`config.mk`:
```
export PLATFORM = sky130hd
export DESIGN_NAME = irq_ctrl
export DESIGN_NICKNAME = d
export VERILOG_FILES = /design/src/rtl/irq_ctrl.sv
export SDC_FILE = /design/constraint.sdc
export NUM_CORES = 1
export LEC_CHECK = 0
export CORE_UTILIZATION = 38
export DETAILED_ROUTE_END_ITERATION = 10
export GPL_ROUTABILITY_DRIVEN = 0
export GPL_TIMING_DRIVEN = 0
export PLACE_DENSITY = 0.86
export SLEW_MARGIN = 20
export SYNTH_ARGS = -nofsm -noshare
export SYNTH_HDL_FRONTEND = slang
export SYNTH_SLANG_ARGS = --single-unit
```
`constraint.sdc`:
```
create_clock -name clock -period 5.3 [get_ports clock]
set_input_delay 1.325 -clock clock [delete_from_list [all_inputs] [get_ports clock]]
set_output_delay 1.325 -clock clock [all_outputs]
set_load 0.05 [all_outputs]
```
`src/rtl/irq_ctrl.sv`:
```
// irq_ctrl: memory-mapped interrupt controller for the dmem bus.
// Rising edges on the per-source request lines are synchronised and latched into
// PENDING. PENDING is masked by ENABLE, and a claim/complete handshake with the cpu
// ensures that only one source is in service at a time.
// Register window (word offsets from BASE_ADDR):
//   +0x0 PENDING (RO), +0x4 ENABLE (RW), +0x8 CLAIM, +0xC COMPLETE.
module irq_ctrl #(
    parameter int          N_SRC     = 4,
    parameter logic [31:0] BASE_ADDR = 32'h0000_0410
) (
    input  logic             clock,
    input  logic             reset,
    input  logic [N_SRC-1:0] src_in,
    input  logic [31:0]      addr,
    input  logic [31:0]      w_data,
    input  logic             w_en,
    output logic [31:0]      r_data,
    output logic             hit,
    output logic             int_req
);

    typedef enum logic [1:0] {
        IDLE    = 2'd0,
        PEND    = 2'd1,
        SERVICE = 2'd2
    } state_t;

    // Lowest set bit wins; returns 0 when nothing is set.
    function automatic logic [3:0] lowest_id(input logic [N_SRC-1:0] vec);
        logic [3:0] id;
        id = 4'd0;
        for (int i = N_SRC - 1; i >= 0; i--) begin
            if (vec[i]) begin
                id = 4'(i);
            end else begin
                id = id;
            end
        end
        return id;
    endfunction

    logic [N_SRC-1:0] sync1_r;
    logic [N_SRC-1:0] sync2_r;
    logic [N_SRC-1:0] prev_r;
    logic [N_SRC-1:0] pending_r;
    logic [N_SRC-1:0] enable_r;
    logic [3:0]       active_id_r;
    state_t           state_r;
    logic             int_req_r;

    state_t           state_next_s;
    logic [31:0]      offset_s;
    logic [1:0]       reg_sel_s;
    logic             hit_s;
    logic             wr_s;
    logic             wr_enable_s;
    logic             wr_claim_s;
    logic             wr_complete_s;
    logic [N_SRC-1:0] edge_s;
    logic [N_SRC-1:0] eligible_s;
    logic             any_eligible_s;
    logic [3:0]       win_id_s;
    logic             claim_s;
    logic             complete_ok_s;
    logic [N_SRC-1:0] clear_s;
    logic [31:0]      pending_ext_s;
    logic [31:0]      enable_ext_s;
    logic [31:0]      r_data_s;

    // Address decode: word-aligned hit inside the 4-word window only.
    always_comb begin
        offset_s  = addr - BASE_ADDR;
        reg_sel_s = offset_s[3:2];
        hit_s     = (offset_s[31:4] == 28'd0) && (offset_s[1:0] == 2'b00);
    end

    // Bus write strobes per register.
    always_comb begin
        wr_s          = w_en & hit_s;
        wr_enable_s   = wr_s && (reg_sel_s == 2'd1);
        wr_claim_s    = wr_s && (reg_sel_s == 2'd2);
        wr_complete_s = wr_s && (reg_sel_s == 2'd3);
    end

    // Edge detection, arbitration and the handshake qualifiers.
    always_comb begin
        edge_s         = sync2_r & ~prev_r;
        eligible_s     = pending_r & enable_r;
        any_eligible_s = |eligible_s;
        win_id_s       = lowest_id(eligible_s);
        claim_s        = (state_r == PEND) && any_eligible_s && wr_claim_s;
        complete_ok_s  = (state_r == SERVICE) && wr_complete_s &&
                         (w_data[3:0] == active_id_r);
    end

    // Clear mask for the claimed source; a same-cycle edge re-sets it afterwards.
    always_comb begin
        clear_s = '0;
        for (int i = 0; i < N_SRC; i++) begin
            clear_s[i] = claim_s && (win_id_s == 4'(i));
        end
    end

    // Two-flop synchroniser and edge history. These run through reset so that
    // prev already holds the synchronised level at release: a source held high
    // across reset therefore produces no edge.
    always_ff @(posedge clock) begin
        sync1_r <= src_in;
        sync2_r <= sync1_r;
        prev_r  <= sync2_r;
    end

    // Next-state logic of the claim/complete sequencer.
    always_comb begin
        state_next_s = state_r;
        case (state_r)
            IDLE: begin
                if (any_eligible_s) begin
                    state_next_s = PEND;
                end else begin
                    state_next_s = IDLE;
                end
            end
            PEND: begin
                if (!any_eligible_s) begin
                    state_next_s = IDLE;
                end else if (wr_claim_s) begin
                    state_next_s = SERVICE;
                end else begin
                    state_next_s = PEND;
                end
            end
            SERVICE: begin
                if (complete_ok_s) begin
                    state_next_s = IDLE;
                end else begin
                    state_next_s = SERVICE;
                end
            end
            default: begin
                state_next_s = IDLE;
            end
        endcase
    end

    // State register; int_req is registered from the next state so it equals (state==PEND).
    always_ff @(posedge clock) begin
        if (reset) begin
            state_r   <= IDLE;
            int_req_r <= 1'b0;
        end else begin
            state_r   <= state_next_s;
            int_req_r <= (state_next_s == PEND);
        end
    end

    // PENDING, ENABLE and active_id registers.
    always_ff @(posedge clock) begin
        if (reset) begin
            pending_r   <= '0;
            enable_r    <= '0;
            active_id_r <= 4'd0;
        end else begin
            pending_r <= (pending_r & ~clear_s) | edge_s;
            if (wr_enable_s) begin
                enable_r <= w_data[N_SRC-1:0];
            end
            if (claim_s) begin
                active_id_r <= win_id_s;
            end
        end
    end

    // Zero-extend the source-wide registers to bus width.
    always_comb begin
        pending_ext_s               = 32'd0;
        enable_ext_s                = 32'd0;
        pending_ext_s[N_SRC-1:0]    = pending_r;
        enable_ext_s[N_SRC-1:0]     = enable_r;
    end

    // Side-effect-free read mux; zero outside the window.
    always_comb begin
        r_data_s = 32'd0;
        if (hit_s) begin
            case (reg_sel_s)
                2'd0: r_data_s = pending_ext_s;
                2'd1: r_data_s = enable_ext_s;
                2'd2: begin
                    if ((state_r == PEND) && any_eligible_s) begin
                        r_data_s = {1'b1, 27'd0, win_id_s};
                    end else begin
                        r_data_s = 32'd0;
                    end
                end
                2'd3: r_data_s = {28'd0, active_id_r};
                default: r_data_s = 32'd0;
            endcase
        end else begin
            r_data_s = 32'd0;
        end
    end

    // Drive outputs.
    always_comb begin
        r_data  = r_data_s;
        hit     = hit_s;
        int_req = int_req_r;
    end

endmodule

```
==> impl_metrics.prom, run 1 <==
# TYPE chip_impl_metric gauge
chip_impl_info{name="outcome",value="completed"} 1
chip_impl_metric{name="worstPathRequired",unit="ps"} 3970
chip_impl_metric{name="p_seq_frac",unit=""} 0.458
chip_impl_metric{name="detailed_route_vias_per_instance",unit=""} 5.03
chip_impl_metric{name="post-route-min-period",unit="ps"} 5200
chip_impl_metric{name="initial_util",unit=""} 0.404
chip_impl_metric{name="floorplan.die_area",unit="sq mm"} 0.00423
chip_impl_metric{name="dr_total_vias",unit=""} 1499
chip_impl_info{name="postSynth.topFlopCell",value="dfxtp_1"} 1
chip_impl_info{name="synth_area_leaders",value="dfxtp_1 33%, buf_4 14%, a21oi_1 3.3%, nor2b_1 2.9%, a211oi_1 2.5%"} 1
chip_impl_metric{name="netSwitchingFraction",unit=""} 0.305
chip_impl_info{name="worst-setup-path-type",value="input port to output pin"} 1
chip_impl_metric{name="flow.area_growth_from_synthesis",unit="%"} 47.1
chip_impl_metric{name="placement_rows",unit=""} 22
chip_impl_metric{name="timing.final.crit_share",unit=""} 0.982
chip_impl_metric{name="power.total",unit="uW"} 433
chip_impl_metric{name="arrival",unit="ps"} 3880
chip_impl_metric{name="globalRouteMet3Util",unit=""} 0.0335
chip_impl_metric{name="cts-buffers-inserted",unit=""} 3
chip_impl_info{name="post-synth-top-area-cell",value="dfxtp_1"} 1
chip_impl_metric{name="drt-initial-drc-count",unit=""} 75
chip_impl_metric{name="final_layout_size_suffix_gt1_frac",unit=""} 0.212
chip_impl_metric{name="power_leakage",unit="nW"} 0.906
chip_impl_metric{name="grtUsageMet2",unit=""} 0.290
chip_impl_metric{name="drt-total-wl",unit="um"} 3460
chip_impl_metric{name="met1_usage_grt",unit=""} 0.209
chip_impl_metric{name="hold_viol_final",unit=""} 0
chip_impl_info{name="grt_busiest_layer",value="met2"} 1
chip_impl_metric{name="firstDrtPassIters",unit=""} 4
chip_impl_metric{name="clock_skew",unit="ps"} 3.55
chip_impl_metric{name="max_cap_viol_count",unit=""} 0
chip_impl_metric{name="multi_input_comb_area",unit="sq um"} 881
chip_impl_info{name="cell_with_the_most_instances_after_synthesis",value="buf_4"} 1
chip_impl_metric{name="fillerInstances",unit=""} 329
chip_impl_metric{name="grt_pass1_wl",unit="um"} 5780
chip_impl_metric{name="maxSlewViolCount",unit=""} 0
chip_impl_metric{name="cts.clk_slew.worst_paths",unit="ps"} 80
chip_impl_metric{name="regArea",unit="sq um"} 500
chip_impl_metric{name="internal-power",unit="uW"} 301
chip_impl_metric{name="antenna_left",unit=""} 0
chip_impl_metric{name="synth.yosys.warnings",unit=""} 0
chip_impl_metric{name="grt_overflow",unit=""} 0
chip_impl_metric{name="combPwrFrac",unit=""} 0.281
chip_impl_metric{name="synth_enable_flop_cells",unit=""} 0
chip_impl_metric{name="synth.yosys.seq_area_share",unit=""} 0.331
chip_impl_metric{name="maxClockFrequency",unit="MHz"} 192
chip_impl_metric{name="core_ar",unit="sq mm"} 0.00374
chip_impl_metric{name="die_width",unit="um"} 65.1
chip_impl_metric{name="port_buffers",unit=""} 48
chip_impl_metric{name="vdd_drop_max",unit="mV"} 0.0918
chip_impl_metric{name="max_slew.worst_pin.slew",unit="ps"} 728
chip_impl_info{name="tritoncts",value="built"} 1
chip_impl_metric{name="power.share.clock",unit=""} 0.261
chip_impl_info{name="cts_root_buf",value="clkbuf_8"} 1
chip_impl_metric{name="post_synthesis_cell_count",unit=""} 170
chip_impl_metric{name="grt_usage",unit=""} 0.173
chip_impl_metric{name="antennaDiodeCount",unit=""} 0
chip_impl_metric{name="num-nets-final",unit=""} 322
chip_impl_metric{name="clkLatencyLatePin",unit="ps"} 270
chip_impl_metric{name="crit_path_max_fanout",unit=""} 8
chip_impl_info{name="end_kind",value="output pin"} 1
chip_impl_metric{name="num_io_pins",unit=""} 105
chip_impl_metric{name="tightest_slew_margin_relative_to_the_limit",unit=""} 0.514
chip_impl_metric{name="placed_cells_incl_taps",unit=""} 292
chip_impl_metric{name="net-switching-power",unit="uW"} 132
chip_impl_metric{name="yosys.cell_types.count",unit=""} 48
chip_impl_metric{name="dieHeight",unit="um"} 65.1
chip_impl_info{name="crit_path_start_kind",value="input port"} 1
chip_impl_metric{name="detail_route.drc_violations",unit=""} 0
chip_impl_metric{name="via_count_of_the_first_global_routing_pass",unit=""} 1387
chip_impl_metric{name="cts_max_path_buffers",unit=""} 2
chip_impl_info{name="post_synth_most_frequent_cells",value="28 x buf_4, 25 x dfxtp_1, 10 x a21oi_1"} 1
chip_impl_metric{name="wirelength_per_cell",unit="um"} 11.6
chip_impl_metric{name="cts_sinks",unit=""} 25
chip_impl_metric{name="synth_top_area_share",unit=""} 0.331
chip_impl_metric{name="synth.avg_cell_area",unit="sq um"} 8.89
chip_impl_metric{name="ys_seq_elements",unit=""} 25
chip_impl_metric{name="synth_async_sr_flop_share",unit=""} 0
chip_impl_metric{name="post-dp-hpwl",unit="um"} 2840
chip_impl_metric{name="finalSetupViolCount",unit=""} 0
chip_impl_metric{name="power.density",unit="mW/mm^2"} 195
chip_impl_metric{name="grt_antenna_before_repair",unit=""} 0
chip_impl_metric{name="cts_htree_levels",unit=""} 1
chip_impl_metric{name="mappedNetlistArea",unit="sq mm"} 0.00151
chip_impl_metric{name="layoutNonFillerInstCount",unit=""} 298
chip_impl_info{name="hp-class",value="register to register"} 1
chip_impl_metric{name="grt_max_degree",unit=""} 16
## worst max-delay path, cell delays in order
cell	delay, ps
clkdlybuf4s50_1	400
nor4_1	420
a21boi_1	240
or4_1	540
and4_1	210
buf_4	160
nand3_4	110
inv_1	50
dlygate4sd2_1	420
## worst paths after layout
kind,end,cells after the start,start,slack (ps)
setup reg to reg,pending_r[3],6,enable_r[0],3210
hold / removal,sync2_r[1],0,sync1_r[1],330
hold reg to reg,sync2_r[1],0,sync1_r[1],330
setup / recovery,hit,9,addr[8],100
## metrics by stage
step / hold WS [ps] / setup WS [ps] / setup TNS, ps / area [sq um] / utilization
6_report: 333 / 97.0 / 0 / 2220 / 0.594
5_1_grt: 343 / -7.93 / -7.93 / 2220 / 0.594
4_1_cts: 336 / 11.4 / 0 / 2210 / 0.589
3_5_place_dp: 316 / -384 / -1890 / 2150 / 0.576
3_3_place_gp: 310 / -406 / -1820 / 2150 / 0.574
2_1_floorplan: 310 / 106 / 0 / 1610 / -
## placed cells by master (no fill, tap or decap), types with 5 or more instances in the layout
cell	netlist	layout
conb_1	1	27
clkdlybuf4s50_1	0	42
nor2b_1	7	7
nand3_1	7	7
a211oi_1	5	5
nor2_1	9	9
a21oi_1	10	10
o21ai_0	7	7
nand2_1	7	7
dfxtp_1	25	25
buf_4	28	30
nor3_1	5	5
## kinds of logic (layout without fill, tap and decap cells)
logic type | Yosys count | after routing | share of synthesized area
muxes | 3 | 3 | 0.0199
other | 1 | 27 | 0.00248
buffers and inverters | 34 | 88 | 0.163
and+or+nand+nor | 60 | 60 | 0.258
AOI/OAI and AO/OA | 45 | 45 | 0.214
xor gates and xnor gates | 2 | 2 | 0.0116
DFF | 25 | 25 | 0.331
## timing repair
action                     in CTS  in global routing
pin swaps                       0                  1
hold buffers                    0                  0
resized for setup              18                  8
setup endpoints to repair       6                  6
gates cloned                    0                  0
setup buffers                   0                  2
## flip-flops by register name, indices dropped and copies added (netlist names)
| signal | count |
|---|---|
| active_id_r | 2 |
| enable_r | 4 |
| int_req | 1 |
| pending_r | 4 |
| prev_r | 4 |
| state_r | 2 |
| sync1_r | 4 |
| sync2_r | 4 |
## metal layers
layer	up-vias	wire, um
met5	-	0
met2	87	1740
met1	656	1360
met4	0	74
met3	10	287
li1	746	-
## layout make-up
type,count,area share
plain buffers,30,0.104
clock buffers,3,0.0186
clock inverters,1,0.00338
inverters,4,0.00675
multi-input cells,137,0.396
flip-flops and latches,25,0.225
well taps,48,0.0270
repair buffers,50,0.219
## power by group through the flow
stage	Clock, mW	Combinational, mW	Sequential [mW]
final	0.113	0.122	0.198
after global routing	0.122	0.129	0.199
after CTS	0.115	0.120	0.198
after detailed placement	0	0.120	0.203
after global placement	0	0.118	0.202
after floorplan	0	0.0799	0.202
Note: power is estimated with default switching activity, not from simulation.
==> run 2: changes to the inputs <==
SLEW_MARGIN = default   (was 20)
==> run 2 against run 1 <==
Net effect: non-clock buffer count unchanged; clock skew down 1.3 ps; highest routed layer unchanged; critical path depth unchanged; combinational power about the same; first-iteration DRC count up 35%; clock power about the same; core utilization down 0.13 points; largest cell class unchanged.
==> impl_metrics.prom, run 2 (synthesis results as in run 1) <==
# TYPE chip_impl_metric gauge
chip_impl_info{name="outcome",value="completed"} 1
chip_impl_info{name="tritoncts",value="built"} 1
chip_impl_metric{name="grt_max_degree",unit=""} 16
chip_impl_metric{name="finalSetupViolCount",unit=""} 0
chip_impl_metric{name="clkLatencyLatePin",unit="ps"} 270
chip_impl_metric{name="drt-total-wl",unit="um"} 3520
chip_impl_metric{name="flow.area_growth_from_synthesis",unit="%"} 46.8
chip_impl_metric{name="post-route-min-period",unit="ps"} 5200
chip_impl_metric{name="netSwitchingFraction",unit=""} 0.310
chip_impl_info{name="r2r_end",value="pending_r[3]"} 1
chip_impl_info{name="cts_root_buf",value="clkbuf_8"} 1
chip_impl_metric{name="cts-buffers-inserted",unit=""} 3
chip_impl_metric{name="dr_total_vias",unit=""} 1481
chip_impl_metric{name="clock_skew",unit="ps"} 2.23
chip_impl_metric{name="cts_htree_levels",unit=""} 1
chip_impl_metric{name="antennaDiodeCount",unit=""} 0
chip_impl_metric{name="postPlaceCellArea",unit="sq mm"} 0.00215
chip_impl_info{name="layout_common_cells",value="42 x clkdlybuf4s50_1, 30 x buf_4, 27 x conb_1, 25 x dfxtp_1, 10 x a21oi_1"} 1
chip_impl_metric{name="power.share.clock",unit=""} 0.266
chip_impl_metric{name="grt_usage",unit=""} 0.179
chip_impl_info{name="crit_start",value="addr[8]"} 1
chip_impl_metric{name="floorplan.die_area",unit="sq mm"} 0.00423
chip_impl_metric{name="hold_viol_final",unit=""} 0
chip_impl_metric{name="design_area",unit="sq mm"} 0.00222
chip_impl_metric{name="power.total",unit="uW"} 436
chip_impl_metric{name="timing.hold.worst_path_depth",unit=""} 0
chip_impl_metric{name="p_seq_frac",unit=""} 0.455
chip_impl_metric{name="power_leakage",unit="nW"} 0.907
chip_impl_metric{name="grt_pass1_wl",unit="um"} 5930
chip_impl_info{name="hp-class",value="register to register"} 1
chip_impl_metric{name="vdd_drop_max",unit="mV"} 0.0940
chip_impl_metric{name="power.density",unit="mW/mm^2"} 196
chip_impl_metric{name="placement_rows",unit=""} 22
chip_impl_metric{name="cts_sinks",unit=""} 25
chip_impl_info{name="worst-setup-path-type",value="input port to output pin"} 1
chip_impl_metric{name="num_io_pins",unit=""} 105
chip_impl_metric{name="final_layout_size_suffix_gt1_frac",unit=""} 0.212
chip_impl_metric{name="cts_max_path_buffers",unit=""} 2
chip_impl_info{name="hold-path-endpoint",value="sync2_r[1]"} 1
chip_impl_metric{name="net-switching-power",unit="uW"} 135
chip_impl_metric{name="pre_cts_ws",unit="ps"} -436
chip_impl_metric{name="num-nets-final",unit=""} 322
chip_impl_metric{name="crit_path_max_fanout",unit=""} 8
chip_impl_metric{name="combPwrFrac",unit=""} 0.279
chip_impl_metric{name="grt_overflow",unit=""} 0
chip_impl_metric{name="arrival",unit="ps"} 3880
chip_impl_metric{name="port_buffers",unit=""} 48
chip_impl_metric{name="internal-power",unit="uW"} 301
chip_impl_metric{name="detailed_route_vias_per_instance",unit=""} 4.97
chip_impl_metric{name="post-dp-hpwl",unit="um"} 2810
chip_impl_metric{name="via_count_of_the_first_global_routing_pass",unit=""} 1385
chip_impl_info{name="final_common_cell",value="clkdlybuf4s50_1"} 1
chip_impl_metric{name="wirelength_per_cell",unit="um"} 11.8
chip_impl_metric{name="core_ar",unit="sq mm"} 0.00374
chip_impl_metric{name="worstPathRequired",unit="ps"} 3970
chip_impl_info{name="end_kind",value="output pin"} 1
chip_impl_metric{name="timing.final.crit_share",unit=""} 0.981
chip_impl_metric{name="drt-initial-drc-count",unit=""} 101
chip_impl_metric{name="detail_route.drc_violations",unit=""} 0
chip_impl_metric{name="grt_antenna_before_repair",unit=""} 0
chip_impl_metric{name="holdBufCountCts",unit=""} 0
chip_impl_metric{name="initial_util",unit=""} 0.404
chip_impl_info{name="reg2reg_from",value="enable_r[0]"} 1
chip_impl_info{name="crit_path_start_kind",value="input port"} 1
chip_impl_metric{name="max_slew.worst_pin.slew",unit="ps"} 748
chip_impl_metric{name="max_cap_viol_count",unit=""} 0
chip_impl_metric{name="maxSlewViolCount",unit=""} 0
chip_impl_metric{name="firstDrtPassIters",unit=""} 4
chip_impl_metric{name="maxClockFrequency",unit="MHz"} 192
chip_impl_metric{name="tightest_slew_margin_relative_to_the_limit",unit=""} 0.500
chip_impl_info{name="timing.hold.worst.start",value="sync1_r[1]"} 1
chip_impl_metric{name="antenna_left",unit=""} 0
chip_impl_metric{name="cts.clk_slew.worst_paths",unit="ps"} 90
chip_impl_metric{name="reg2reg_setup_slack",unit="ps"} 3230
chip_impl_metric{name="die_width",unit="um"} 65.1
chip_impl_metric{name="dieHeight",unit="um"} 65.1
chip_impl_metric{name="setup_slack",unit="ps"} 99.3
chip_impl_metric{name="ff2ff_path_depth",unit=""} 6
## run 2: layout make-up
type	count	area (sq um)
Fill cell	328	1530
Clock inverter	1	7.51
Buffer	30	231
Multi-Input combinational cell	137	881
Clock buffer	3	41.3
Sequential cell	25	500
Timing Repair Buffer	50	482
Inverter	4	15.0
Tap cell	48	60.1
## run 2: metrics by stage
stage,hold slack (ps),util,setup TNS (ps),instances
floorplan,310,-,0,196
global placement,310,0.574,-1820,292
detailed placement,316,0.574,-2030,292
CTS,336,0.589,0,296
global route,343,0.593,-2.15,298
finish,334,0.593,0,298
## run 2: worst max-delay path by stage
| stage | end | slack (ps) | depth (start not counted) |
|---|---|---|---|
| final | hit | 100 | 9 |
| after global routing | r_data[2] | -2 | 7 |
| after floorplan | r_data[0] | 110 | 5 |
| after detailed placement | r_data[0] | -440 | 6 |
| after global placement | r_data[1] | -410 | 6 |
| after CTS | r_data[31] | 30 | 9 |
## run 2: repair_timing
| item | CTS | global route |
|---|---|---|
| cloned | 0 | 0 |
| buffers inserted | 0 | 2 |
| resized for setup | 19 | 9 |
| pin swaps | 0 | 1 |
| setup endpoints to repair | 6 | 6 |
## run 2: layer usage
layer | up-vias | share of wire | global-route usage
met1 | 649 | 0.39 | 0.209
met3 | 13 | 0.076 | 0.0458
met4 | 0 | 0.028 | 0.0951
li1 | 745 | - | -
met5 | - | 0 | 0
met2 | 74 | 0.51 | 0.298
## run 2: power groups by stage
stage	Combinational (mW)	Clock [mW]	Sequential (mW)
floorplan	0.0799	0	0.202
detailed placement	0.120	0	0.203
finish	0.122	0.116	0.198
CTS	0.120	0.116	0.198
global route	0.129	0.126	0.199
global placement	0.118	0	0.202
## run 2: critical path, stage by stage
cell	delay, ps
clkdlybuf4s50_1	400
nor4_1	420
a21boi_1	250
or4_1	540
and4_1	210
buf_4	160
nand3_4	110
inv_1	50
dlygate4sd2_1	410
==> run 3: changes to the inputs <==
HOLD_SLACK_MARGIN = 0.08   (was default)
==> results of run 3 <==
Final layout, timing and power as in run 2 (identical DEF).
